<file path="src/rtl/mlx90640_fb_scaler_if.sv">
// Control/status, framebuffer read port and pixel stream bundle for mlx90640_fb_scaler.
// The master modport is the scaler side; slave is the framebuffer/display side.
interface mlx90640_fb_scaler_if #(
    parameter int unsigned p_addrw = 10
);
    logic               i_start;
    logic               o_busy;
    logic               o_done;
    logic               o_fb_rd_valid;
    logic [p_addrw-1:0] o_fb_rd_addr;
    logic [16:0]        i_fb_rd_data;
    logic               o_pix_valid;
    logic [7:0]         o_pix_data;
    logic [4:0]         o_pix_x;
    logic [4:0]         o_pix_y;
    logic               o_pix_last;
    logic               i_pix_ready;
    logic [15:0]        o_frame_min;
    logic [15:0]        o_frame_max;

    modport master (
        input  i_start,
        input  i_fb_rd_data,
        input  i_pix_ready,
        output o_busy,
        output o_done,
        output o_fb_rd_valid,
        output o_fb_rd_addr,
        output o_pix_valid,
        output o_pix_data,
        output o_pix_x,
        output o_pix_y,
        output o_pix_last,
        output o_frame_min,
        output o_frame_max
    );

    modport slave (
        output i_start,
        output i_fb_rd_data,
        output i_pix_ready,
        input  o_busy,
        input  o_done,
        input  o_fb_rd_valid,
        input  o_fb_rd_addr,
        input  o_pix_valid,
        input  o_pix_data,
        input  o_pix_x,
        input  o_pix_y,
        input  o_pix_last,
        input  o_frame_min,
        input  o_frame_max
    );
endinterface

</file>
<file path="src/rtl/mlx90640_fb_scaler.sv">
// Scans the MLX90640 framebuffer, normalises raw pixels to 8-bit grey using the previous
// frame's min/max, and streams them out through a 2-entry FIFO with x/y/last sidebands.
module mlx90640_fb_scaler #(
    parameter int unsigned p_width  = 32,
    parameter int unsigned p_height = 24,
    parameter int unsigned p_addrw  = 10
) (
    input logic                  i_clk,
    input logic                  i_rst,
    mlx90640_fb_scaler_if.master bus
);
    localparam int unsigned        NumPix   = p_width * p_height;
    localparam logic [p_addrw-1:0] LastAddr = p_addrw'(NumPix - 1);
    localparam logic [p_addrw-1:0] RowLen   = p_addrw'(p_width);

    typedef enum logic [1:0] {StIdle, StScan, StDrain, StUpdate} state_e;

    typedef struct packed {
        logic [7:0] data;
        logic [4:0] x;
        logic [4:0] y;
        logic       last;
    } pix_t;

    state_e             state_q, state_d;
    logic [p_addrw-1:0] rd_addr_q, rd_addr_d;
    logic               inflight_q;
    logic [p_addrw-1:0] inflight_addr_q;
    logic [1:0]         cnt_q, cnt_d;
    pix_t               head_q, head_d;
    pix_t               tail_q, tail_d;
    logic signed [15:0] acc_min_q, acc_min_d;
    logic signed [15:0] acc_max_q, acc_max_d;
    logic signed [15:0] ref_min_q, ref_min_d;
    logic signed [15:0] ref_max_q, ref_max_d;
    logic [3:0]         ref_shift_q, ref_shift_d;
    logic [15:0]        frame_min_q, frame_min_d;
    logic [15:0]        frame_max_q, frame_max_d;

    logic               pop;
    logic               push;
    logic               issue;
    logic [2:0]         pend;
    logic signed [15:0] raw;
    logic [16:0]        diff;
    logic [15:0]        shifted;
    logic [7:0]         norm_val;
    logic [16:0]        span;
    logic [3:0]         shift_calc;
    pix_t               new_pix;

    // Page bit is not needed; ref_max is held only alongside ref_min for completeness.
    logic unused_bits;
    assign unused_bits = ^{bus.i_fb_rd_data[0], ref_max_q};

    // Datapath: credit check, normalisation and shift search.
    always_comb begin
        pop   = (cnt_q != 2'd0) && bus.i_pix_ready;
        push  = inflight_q;
        // Occupancy counts a pop in this cycle so a full-rate stream never stalls.
        pend  = {1'b0, cnt_q} + {2'b00, inflight_q} - {2'b00, pop};
        issue = (state_q == StScan) && (pend < 3'd2);

        raw     = signed'(bus.i_fb_rd_data[16:1]);
        diff    = {raw[15], raw} - {ref_min_q[15], ref_min_q};
        shifted = diff[15:0] >> ref_shift_q;
        if (diff[16]) begin
            norm_val = 8'd0;
        end else if (shifted > 16'd255) begin
            norm_val = 8'd255;
        end else begin
            norm_val = shifted[7:0];
        end

        new_pix.data = norm_val;
        new_pix.x    = 5'(inflight_addr_q % RowLen);
        new_pix.y    = 5'(inflight_addr_q / RowLen);
        new_pix.last = (inflight_addr_q == LastAddr);

        span       = {acc_max_q[15], acc_max_q} - {acc_min_q[15], acc_min_q};
        shift_calc = 4'd9;
        for (int s = 8; s >= 0; s--) begin
            if ((span >> s) <= 17'd255) shift_calc = 4'(s);
        end
    end

    // FSM next state and frame statistics.
    always_comb begin
        state_d     = state_q;
        rd_addr_d   = rd_addr_q;
        acc_min_d   = acc_min_q;
        acc_max_d   = acc_max_q;
        ref_min_d   = ref_min_q;
        ref_max_d   = ref_max_q;
        ref_shift_d = ref_shift_q;
        frame_min_d = frame_min_q;
        frame_max_d = frame_max_q;

        if (inflight_q) begin
            if (raw < acc_min_q) acc_min_d = raw;
            if (raw > acc_max_q) acc_max_d = raw;
        end

        unique case (state_q)
            StIdle: begin
                if (bus.i_start) begin
                    state_d   = StScan;
                    rd_addr_d = '0;
                    acc_min_d = 16'sh7FFF;
                    acc_max_d = 16'sh8000;
                end
            end
            StScan: begin
                if (issue) begin
                    if (rd_addr_q == LastAddr) begin
                        state_d = StDrain;
                    end else begin
                        rd_addr_d = rd_addr_q + 1'b1;
                    end
                end
            end
            StDrain: begin
                if (!inflight_q && (cnt_q == 2'd0)) state_d = StUpdate;
            end
            StUpdate: begin
                ref_min_d   = acc_min_q;
                ref_max_d   = acc_max_q;
                ref_shift_d = shift_calc;
                frame_min_d = acc_min_q;
                frame_max_d = acc_max_q;
                state_d     = StIdle;
            end
            default: state_d = StIdle;
        endcase
    end

    // Output FIFO: head drives the stream ports directly.
    always_comb begin
        head_d = head_q;
        tail_d = tail_q;
        cnt_d  = cnt_q;
        unique case ({push, pop})
            2'b10: begin
                if (cnt_q == 2'd0) head_d = new_pix;
                else               tail_d = new_pix;
                cnt_d = cnt_q + 2'd1;
            end
            2'b01: begin
                if (cnt_q == 2'd2) head_d = tail_q;
                cnt_d = cnt_q - 2'd1;
            end
            2'b11: begin
                if (cnt_q == 2'd2) begin
                    head_d = tail_q;
                    tail_d = new_pix;
                end else begin
                    head_d = new_pix;
                end
            end
            default: ;
        endcase
    end

    always_ff @(posedge i_clk or posedge i_rst) begin
        if (i_rst) begin
            state_q         <= StIdle;
            rd_addr_q       <= '0;
            inflight_q      <= 1'b0;
            inflight_addr_q <= '0;
            cnt_q           <= 2'd0;
            head_q          <= '0;
            tail_q          <= '0;
            acc_min_q       <= 16'sh7FFF;
            acc_max_q       <= 16'sh8000;
            ref_min_q       <= 16'sh0000;
            ref_max_q       <= 16'sh3FFF;
            ref_shift_q     <= 4'd6;
            frame_min_q     <= '0;
            frame_max_q     <= '0;
        end else begin
            state_q         <= state_d;
            rd_addr_q       <= rd_addr_d;
            inflight_q      <= issue;
            inflight_addr_q <= issue ? rd_addr_q : inflight_addr_q;
            cnt_q           <= cnt_d;
            head_q          <= head_d;
            tail_q          <= tail_d;
            acc_min_q       <= acc_min_d;
            acc_max_q       <= acc_max_d;
            ref_min_q       <= ref_min_d;
            ref_max_q       <= ref_max_d;
            ref_shift_q     <= ref_shift_d;
            frame_min_q     <= frame_min_d;
            frame_max_q     <= frame_max_d;
        end
    end

    assign bus.o_busy        = (state_q != StIdle);
    assign bus.o_done        = (state_q == StUpdate);
    assign bus.o_fb_rd_valid = issue;
    assign bus.o_fb_rd_addr  = rd_addr_q;
    assign bus.o_pix_valid   = (cnt_q != 2'd0);
    assign bus.o_pix_data    = head_q.data;
    assign bus.o_pix_x       = head_q.x;
    assign bus.o_pix_y       = head_q.y;
    assign bus.o_pix_last    = head_q.last;
    assign bus.o_frame_min   = frame_min_q;
    assign bus.o_frame_max   = frame_max_q;
endmodule

</file>
<file path="src/flat_wrapper.sv">
// flat-port wrapper written by rule: the top's interface ports become plain ports
module mlx90640_fb_scaler_flat 
#(
    parameter int unsigned p_width  = 32,
    parameter int unsigned p_height = 24,
    parameter int unsigned p_addrw  = 10
)
  (i_clk, i_rst, bus_i_start, bus_i_fb_rd_data, bus_i_pix_ready, bus_o_busy, bus_o_done, bus_o_fb_rd_valid, bus_o_fb_rd_addr, bus_o_pix_valid, bus_o_pix_data, bus_o_pix_x, bus_o_pix_y, bus_o_pix_last, bus_o_frame_min, bus_o_frame_max);
  mlx90640_fb_scaler_if #(.p_addrw(p_addrw)) bus_i ();
  input logic i_clk;
  input logic i_rst;
  input wire logic [$bits(bus_i.i_start)-1:0] bus_i_start;
  input wire logic [$bits(bus_i.i_fb_rd_data)-1:0] bus_i_fb_rd_data;
  input wire logic [$bits(bus_i.i_pix_ready)-1:0] bus_i_pix_ready;
  output wire logic [$bits(bus_i.o_busy)-1:0] bus_o_busy;
  output wire logic [$bits(bus_i.o_done)-1:0] bus_o_done;
  output wire logic [$bits(bus_i.o_fb_rd_valid)-1:0] bus_o_fb_rd_valid;
  output wire logic [$bits(bus_i.o_fb_rd_addr)-1:0] bus_o_fb_rd_addr;
  output wire logic [$bits(bus_i.o_pix_valid)-1:0] bus_o_pix_valid;
  output wire logic [$bits(bus_i.o_pix_data)-1:0] bus_o_pix_data;
  output wire logic [$bits(bus_i.o_pix_x)-1:0] bus_o_pix_x;
  output wire logic [$bits(bus_i.o_pix_y)-1:0] bus_o_pix_y;
  output wire logic [$bits(bus_i.o_pix_last)-1:0] bus_o_pix_last;
  output wire logic [$bits(bus_i.o_frame_min)-1:0] bus_o_frame_min;
  output wire logic [$bits(bus_i.o_frame_max)-1:0] bus_o_frame_max;
  assign bus_i.i_start = bus_i_start;
  assign bus_i.i_fb_rd_data = bus_i_fb_rd_data;
  assign bus_i.i_pix_ready = bus_i_pix_ready;
  assign bus_o_busy = bus_i.o_busy;
  assign bus_o_done = bus_i.o_done;
  assign bus_o_fb_rd_valid = bus_i.o_fb_rd_valid;
  assign bus_o_fb_rd_addr = bus_i.o_fb_rd_addr;
  assign bus_o_pix_valid = bus_i.o_pix_valid;
  assign bus_o_pix_data = bus_i.o_pix_data;
  assign bus_o_pix_x = bus_i.o_pix_x;
  assign bus_o_pix_y = bus_i.o_pix_y;
  assign bus_o_pix_last = bus_i.o_pix_last;
  assign bus_o_frame_min = bus_i.o_frame_min;
  assign bus_o_frame_max = bus_i.o_frame_max;
  mlx90640_fb_scaler #(.p_width(p_width), .p_height(p_height), .p_addrw(p_addrw)) u_core (.i_clk(i_clk), .i_rst(i_rst), .bus(bus_i));
endmodule
</file>
<file path="config.mk">
export PLATFORM = sky130hd
export DESIGN_NAME = mlx90640_fb_scaler_flat
export DESIGN_NICKNAME = d
export VERILOG_FILES = /design/src/rtl/mlx90640_fb_scaler_if.sv /design/src/rtl/mlx90640_fb_scaler.sv /design/src/flat_wrapper.sv
export SDC_FILE = /design/constraint.sdc
export NUM_CORES = 1
export LEC_CHECK = 0
export CORE_AREA = 2 2 137 139
export CTS_BUF_LIST = sky130_fd_sc_hd__clkbuf_16
export DETAILED_ROUTE_END_ITERATION = 10
export DIE_AREA = 0 0 139 141
export PLACE_DENSITY_LB_ADDON = 0.08
export SYNTH_ARGS = -nofsm -noshare
export SYNTH_HDL_FRONTEND = slang
export SYNTH_SLANG_ARGS = --single-unit
</file>
<file path="constraint.sdc">
create_clock -name i_clk -period 7 [get_ports i_clk]
set_input_delay 1.05 -clock i_clk [delete_from_list [all_inputs] [get_ports i_clk]]
set_output_delay 1.05 -clock i_clk [all_outputs]
set_load 0.05 [all_outputs]
</file>
# After elaboration in Yosys (flattened, before gate mapping)
# Cells that the tools add are included.
[totals] input_bits=21 register_bits=131 wordCells=109
[op_classes] eq_ne=18 add_sub_neg=7 n_lt_le_gt_ge=13 shift=1 muxes=36 reduce_logical=16
[ops] op="16-bit two-way mux" count=8
[ops] op="19-bit two-way mux" count=5
[ops] op="19-bit case mux with 3 select lines" count=1
[ops] op="19-bit case mux with 2 select lines" count=1
[ops] op="16-bit by 16-bit subtractor with 17-bit output" count=2
[ops] op="4-bit two-way mux" count=8
[ops] op="10-bit two-way mux" count=3
[ops] op="10-bit equality test (second input constant)" count=2
[ops] op="10-bit case mux with 2 select lines" count=1
[ops] op="17-bit by 8-bit less-or-equal comparator with 1-bit output (second input constant)" count=1
[ops] op="16-bit > comparator" count=1
[ops] op="16-bit by 8-bit > comparator with 1-bit output (second input constant)" count=1
[ops] op="16-bit by 8-bit less-or-equal comparator with 1-bit output (second input constant)" count=1
[ops] op="16-bit less-than comparator" count=1
[ops] op="8-bit two-way mux" count=2
[ops] op="16-bit by 4-bit >> shifter with 16-bit output" count=1
[ops] op="15-bit by 8-bit less-or-equal comparator with 1-bit output (second input constant)" count=1
[ops] op="14-bit by 8-bit less-or-equal comparator with 1-bit output (second input constant)" count=1
[ops] op="13-bit by 8-bit less-or-equal comparator with 1-bit output (second input constant)" count=1
[ops] op="12-bit by 8-bit less-or-equal comparator with 1-bit output (second input constant)" count=1
[ops] op="11-bit by 8-bit less-or-equal comparator with 1-bit output (second input constant)" count=1
[ops] op="10-bit by 1-bit adder with 10-bit output (second input constant)" count=1
[ops] op="2-bit equality test (second input constant)" count=5
[ops] op="10-bit by 8-bit less-or-equal comparator with 1-bit output (second input constant)" count=1
[ops] op="20 further kinds" count=40

# Logic depth before layout (Yosys ltp)
[logic_depth] depth_word=11 depth_mapped=15 ltp_nobuf=14

# Worst setup path after synthesis
# Ideal clock, no wire load.
[synth_path] kind="register to output" startpoint="reg u_core.cnt_q[0]" endpoint="out bus_o_fb_rd_valid" path_stages_with_launch=11 n_path_buf=3 slack_ns=2.662 arrival_time_ns=3.288 cell_sequence="dfrtp_1 > clkbuf_1 > or2_2 > clkbuf_1 > nand2_1 > ha_1 > nand2_1 > fa_1 > xnor2_1 > and3_1 > clkbuf_1"
[synth_between] elab_chain_cells=5
[synth_rtl] item="from (decl)" line="mlx90640_fb_scaler.sv:29" text="logic [1:0] cnt_q, cnt_d;"
[synth_rtl] item="from (signal assigned)" line="mlx90640_fb_scaler.sv:185" text="cnt_q <= cnt_d;"
[synth_rtl] item="2-bit nonzero test"
[synth_rtl] item="via bus_o_pix_valid" line="flat_wrapper.sv:19" text="output wire logic [$bits(bus_i.o_pix_valid)-1:0] bus_o_pix_valid;"
[synth_rtl] item="1-bit logical AND" line="mlx90640_fb_scaler.sv:58" text="pop = (cnt_q != 2'd0) && bus.i_pix_ready;"
[synth_rtl] item="3-bit by 1-bit subtractor with 3-bit output" line="mlx90640_fb_scaler.sv:61" text="pend = {1'b0, cnt_q} + {2'b00, inflight_q} - {2'b00, pop};"
[synth_rtl] item="3-bit by 2-bit less-than comparator with 1-bit output" line="mlx90640_fb_scaler.sv:62" text="issue = (state_q == StScan) && (pend < 3'd2);"
[synth_rtl] item="1-bit logical AND" line="mlx90640_fb_scaler.sv:62"
[synth_rtl] item="to (decl)" line="flat_wrapper.sv:17" text="output wire logic [$bits(bus_i.o_fb_rd_valid)-1:0] bus_o_fb_rd_valid;"
# The timed path passes the listed nets, and every way through them passes these cells.

# Final worst setup path
[layout_path] startpoint="in bus_i_fb_rd_data[1]" endpoint="reg u_core.head_q (netlist bit u_core.bus.o_pix_data[6])"
[layout_between] elab_chain_cells=7
[layout_rtl] item="from (decl)" line="flat_wrapper.sv:13" text="input wire logic [$bits(bus_i.i_fb_rd_data)-1:0] bus_i_fb_rd_data;"
[layout_rtl] item="16-bit by 16-bit subtractor with 17-bit output *" line="mlx90640_fb_scaler.sv:65" text="diff = {raw[15], raw} - {ref_min_q[15], ref_min_q};"
[layout_rtl] item="16-bit by 4-bit >> shifter with 16-bit output" line="mlx90640_fb_scaler.sv:66" text="shifted = diff[15:0] >> ref_shift_q;"
[layout_rtl] item="16-bit by 8-bit > comparator with 1-bit output" line="mlx90640_fb_scaler.sv:69" text="end else if (shifted > 16'd255) begin"
[layout_rtl] item="8-bit two-way mux" line="mlx90640_fb_scaler.sv:69"
[layout_rtl] item="8-bit two-way mux *" line="mlx90640_fb_scaler.sv:67" text="if (diff[16]) begin"
[layout_rtl] item="19-bit two-way mux, on equally long branches" line="mlx90640_fb_scaler.sv:153, mlx90640_fb_scaler.sv:144"
[layout_rtl] item="19-bit case mux with 3 select lines *" line="mlx90640_fb_scaler.sv:142" text="unique case ({push, pop})"
[layout_rtl] item="to (signal assigned)" line="mlx90640_fb_scaler.sv:171" text="head_q <= '0;"
[layout_rtl] item="to (signal assigned)" line="mlx90640_fb_scaler.sv:186" text="head_q <= head_d;"
[layout_rtl] item="to (decl)" line="mlx90640_fb_scaler.sv:30" text="pix_t head_q, head_d;"
# Every way passes the cells marked *; elsewhere a longest branch is shown, timed or not. The select of a mux whose other input is x is not followed.
# A chain may end at the register's enable or synchronous reset.

==> out/qor.yml <==
power_and_ir_drop:
  p_per_area_nw_per_um2: 404
  power_mw: 4.24
  power_leakage_nw: 4.70
  ir_worst_vdd_v: 0.000212
logic_synthesis:
  ys.flop_type: "dfrtp_1"
  synth-edff-count: 0
  yosys_warnings: 0
  synthArstFlopShare_pct: 100
  synth_nets: 1064
  syn_area_per_cell_sq_um: 9.21
  netlist_instances: 967
  syn-cell-area_sq_um: 8910
  synth_area_leaders: "dfrtp_1 32%, ha_1 10%, mux2i_1 5.4%"
  yosysTopAreaCell: "dfrtp_1"
  yosysUniqueCellTypes: 80
  synth_seq_area_share_pct: 37.1
  synth_top_area_share_pct: 31.7
  synth.ff_latch_count: 131
cells_and_area:
  post-route-cell-area_sq_um: 10500
  fin_cells: 1284
  fin_util_pct: 57.3
  nets: 1134
  multi_input_comb_area_sq_um: 5100
  num-fill-cells: 1660
  syn_to_final_growth_pct: 17.6
  regArea_sq_um: 3300
  drive_gt1_share_pct: 11.7
  antenna_cells: 0
timing:
  slew_viol_final: 0
  hold_violations: 0
  skew_ns: 0.00999
  post-route-period-util_pct: 71.6
  worst_pin_slew_ns: 1.11
  max_freq_mhz: 200
  max_slew_margin_pct: 25.6
  tns_ns: 0
  fin_ws_ns: 1.99
  finalSetupViolations: 0
  period_needed_ns: 5.01
  whs_ns: 0.474
  rsz0062_at_grt: "no"
clock_network:
  cts_hold_buf: 0
  htreeDepth: 4
  clkLatencyLatePin_ns: 0.42
  post_cts_resized: 0
  cts.sinks: 131
  clk_pin_slew_worst_paths_ns: 0.06
  clock_path_buffers: 2
  post_cts_buffers: 0
  clock-root-buffer: "clkbuf_16"
  numCtsBuffers: 17
  cts_tree: "done"
placed_design:
  io_buffers: 84
  post-dp-hpwl_um: 15400
  dp_slack_ns: 1.59
  gp_congestion: 0.853
  dp.cells: 1252
  dpl-instance-area_sq_um: 9870
worst_setup_path:
  cp_data_required_time_ns: 7.25
  critical_path_class: "primary input to flop"
  cp-end-kind: "flop"
  crit_path_max_fanout: 9
  worstPathArrival_ns: 5.25
  start_kind: "primary input"
min_path:
  min_path_type: "flop to flop"
floorplan:
  initial_core_util_pct: 48.8
  die_y_um: 141
  pin_count: 86
  die_w_um: 139
  die-area_sq_um: 19600
  rows: 50
  fp.coreArea_sq_um: 18300
drt:
  antenna_left: 0
  wl_met1_um: 10600
  drtIter0Drc: 422
  drc: 0
  vias_per_cell: 5.55
  dr.pass1.iters: 5
  top_layer: "met4"
  met2_length_um: 9300
  vias: 7120
  routed_wl_um: 21100
  met3_wirelength_um: 807
  wl_per_cell_um: 16.4
grt:
  grt_pass1_wl_um: 35200
  overflow: 0
  grt_max_degree: 72
  track_usage_pct: 22.0
  grt_pass1_vias: 6931
  antenna_found_initial: 0
status:
  status: "completed"
flow_run:
  cap_violations: 0
final cells by class:
class | instances | area share, %
Clock buffer | 17 | 4.06
Tap cell | 234 | 2.80
Multi-Input combinational cell | 720 | 48.7
Clock inverter | 15 | 1.73
Inverter | 77 | 2.78
Timing Repair Buffer | 90 | 8.46
Sequential cell | 131 | 31.5
path summary, 6_finish.rpt:
check / start / end / slack [ns] / cells after the start
max: bus_i_fb_rd_data[1] / u_core.bus.o_pix_data[6] / 1.99 / 15
max reg2reg: u_core.ref_min_q[0] / u_core.bus.o_pix_data[6] / 2.89 / 13
min reg2reg: u_core.tail_q[1] / u_core.tail_q[1] / 0.47 / 2
max in group asynchronous: i_rst / u_core.tail_q[7] / 4.48 / 3
min: u_core.tail_q[1] / u_core.tail_q[1] / 0.47 / 2
min in group asynchronous: i_rst / u_core.acc_max_q[13] / 1.13 / 2
kinds of logic after synthesis:
group	after synthesis	synth area share [%]
and+or+nand+nor	310	15.7
AOI/OAI and AO/OA	224	17.8
DFF	131	37.1
buffers and inverters	116	5.80
muxes	84	10.2
adders and majority gates	76	10.9
xor gates and xnor gates	26	2.56
layout by cell type, fill, tap and decap left out, drive strengths merged, types with 10 or more instances in the layout:
cell type / n
a211oi: 10
a21o: 18
a21oi: 37
a22oi: 15
a31oi: 10
clkbuf: 17
clkdlybuf4s50: 84
dfrtp: 113
dfstp: 18
ha: 73
inv: 83
mux2: 34
mux2i: 48
nand2: 110
nand3: 18
nor2: 105
nor3: 19
o21ai: 63
xnor2: 14
xor2: 12
report_power, final:
part           internal [mW]  switching, mW  leakage, nW  total [mW]
Clock                  0.565          0.359        0.295       0.923
Combinational          0.849           1.24         2.75        2.09
Sequential              1.01          0.210         1.66        1.22
Total                   2.42           1.81         4.70        4.24
worst max-delay path, stage by stage:
cell	delay [ns]
clkdlybuf4s50_1	0.46
inv_1	0.18
ha_1	0.19
inv_1	0.05
fa_1	0.41
a21oi_2	0.19
o2111ai_2	0.20
and2_4	0.22
o41ai_4	0.42
xnor2_1	0.24
a221oi_2	0.26
a31oi_1	0.13
nor4_4	0.55
and2_0	0.50
a41oi_4	0.17
cells in the mapped netlist, drive strengths merged, types with 3 or more instances:
cell and instances:
o21ai 63, a21o 18, clkbuf 32, nand2 110
inv 77, a22oi 15, o41ai 6, nand4 8
xnor2 14, a211oi 10, o211ai 8, nor4 5
ha 73, nand2b 8, xor2 12, mux2 34
fa 3, o211a 3, or2 4, o2111ai 3
a32o 4, a31o 6, a21oi 37, dfrtp 113
nor2 105, nor3 19, dfstp 18, and2 6
or3 4, and3 7, o21bai 6, mux2i 48
o21a 8, nand3 18, a31oi 10, a21boi 3
nand3b 5, buf 6, nor2b 5
layer usage:
layer	vias to the layer above	global-route usage (%)
met4	0	6.27
met5	-	0
li1	3558	-
met2	155	33.9
met3	27	3.57
met1	3380	32.3
state kept, by name (all words and copies together), names as in the netlist, 2 cells and up:
signal	flops
u_core.bus.o_fb_rd_addr	10
u_core.bus.o_frame_max	16
u_core.acc_max_q	16
u_core.ref_shift_q	4
u_core.bus.o_pix_data	8
u_core.inflight_addr_q	10
u_core.state_q	2
u_core.tail_q	19
u_core.bus.o_pix_y	5
u_core.cnt_q	2
u_core.acc_min_q	16
u_core.ref_min_q	16
u_core.bus.o_pix_x	5
Power figures use the tool's default switching activity.
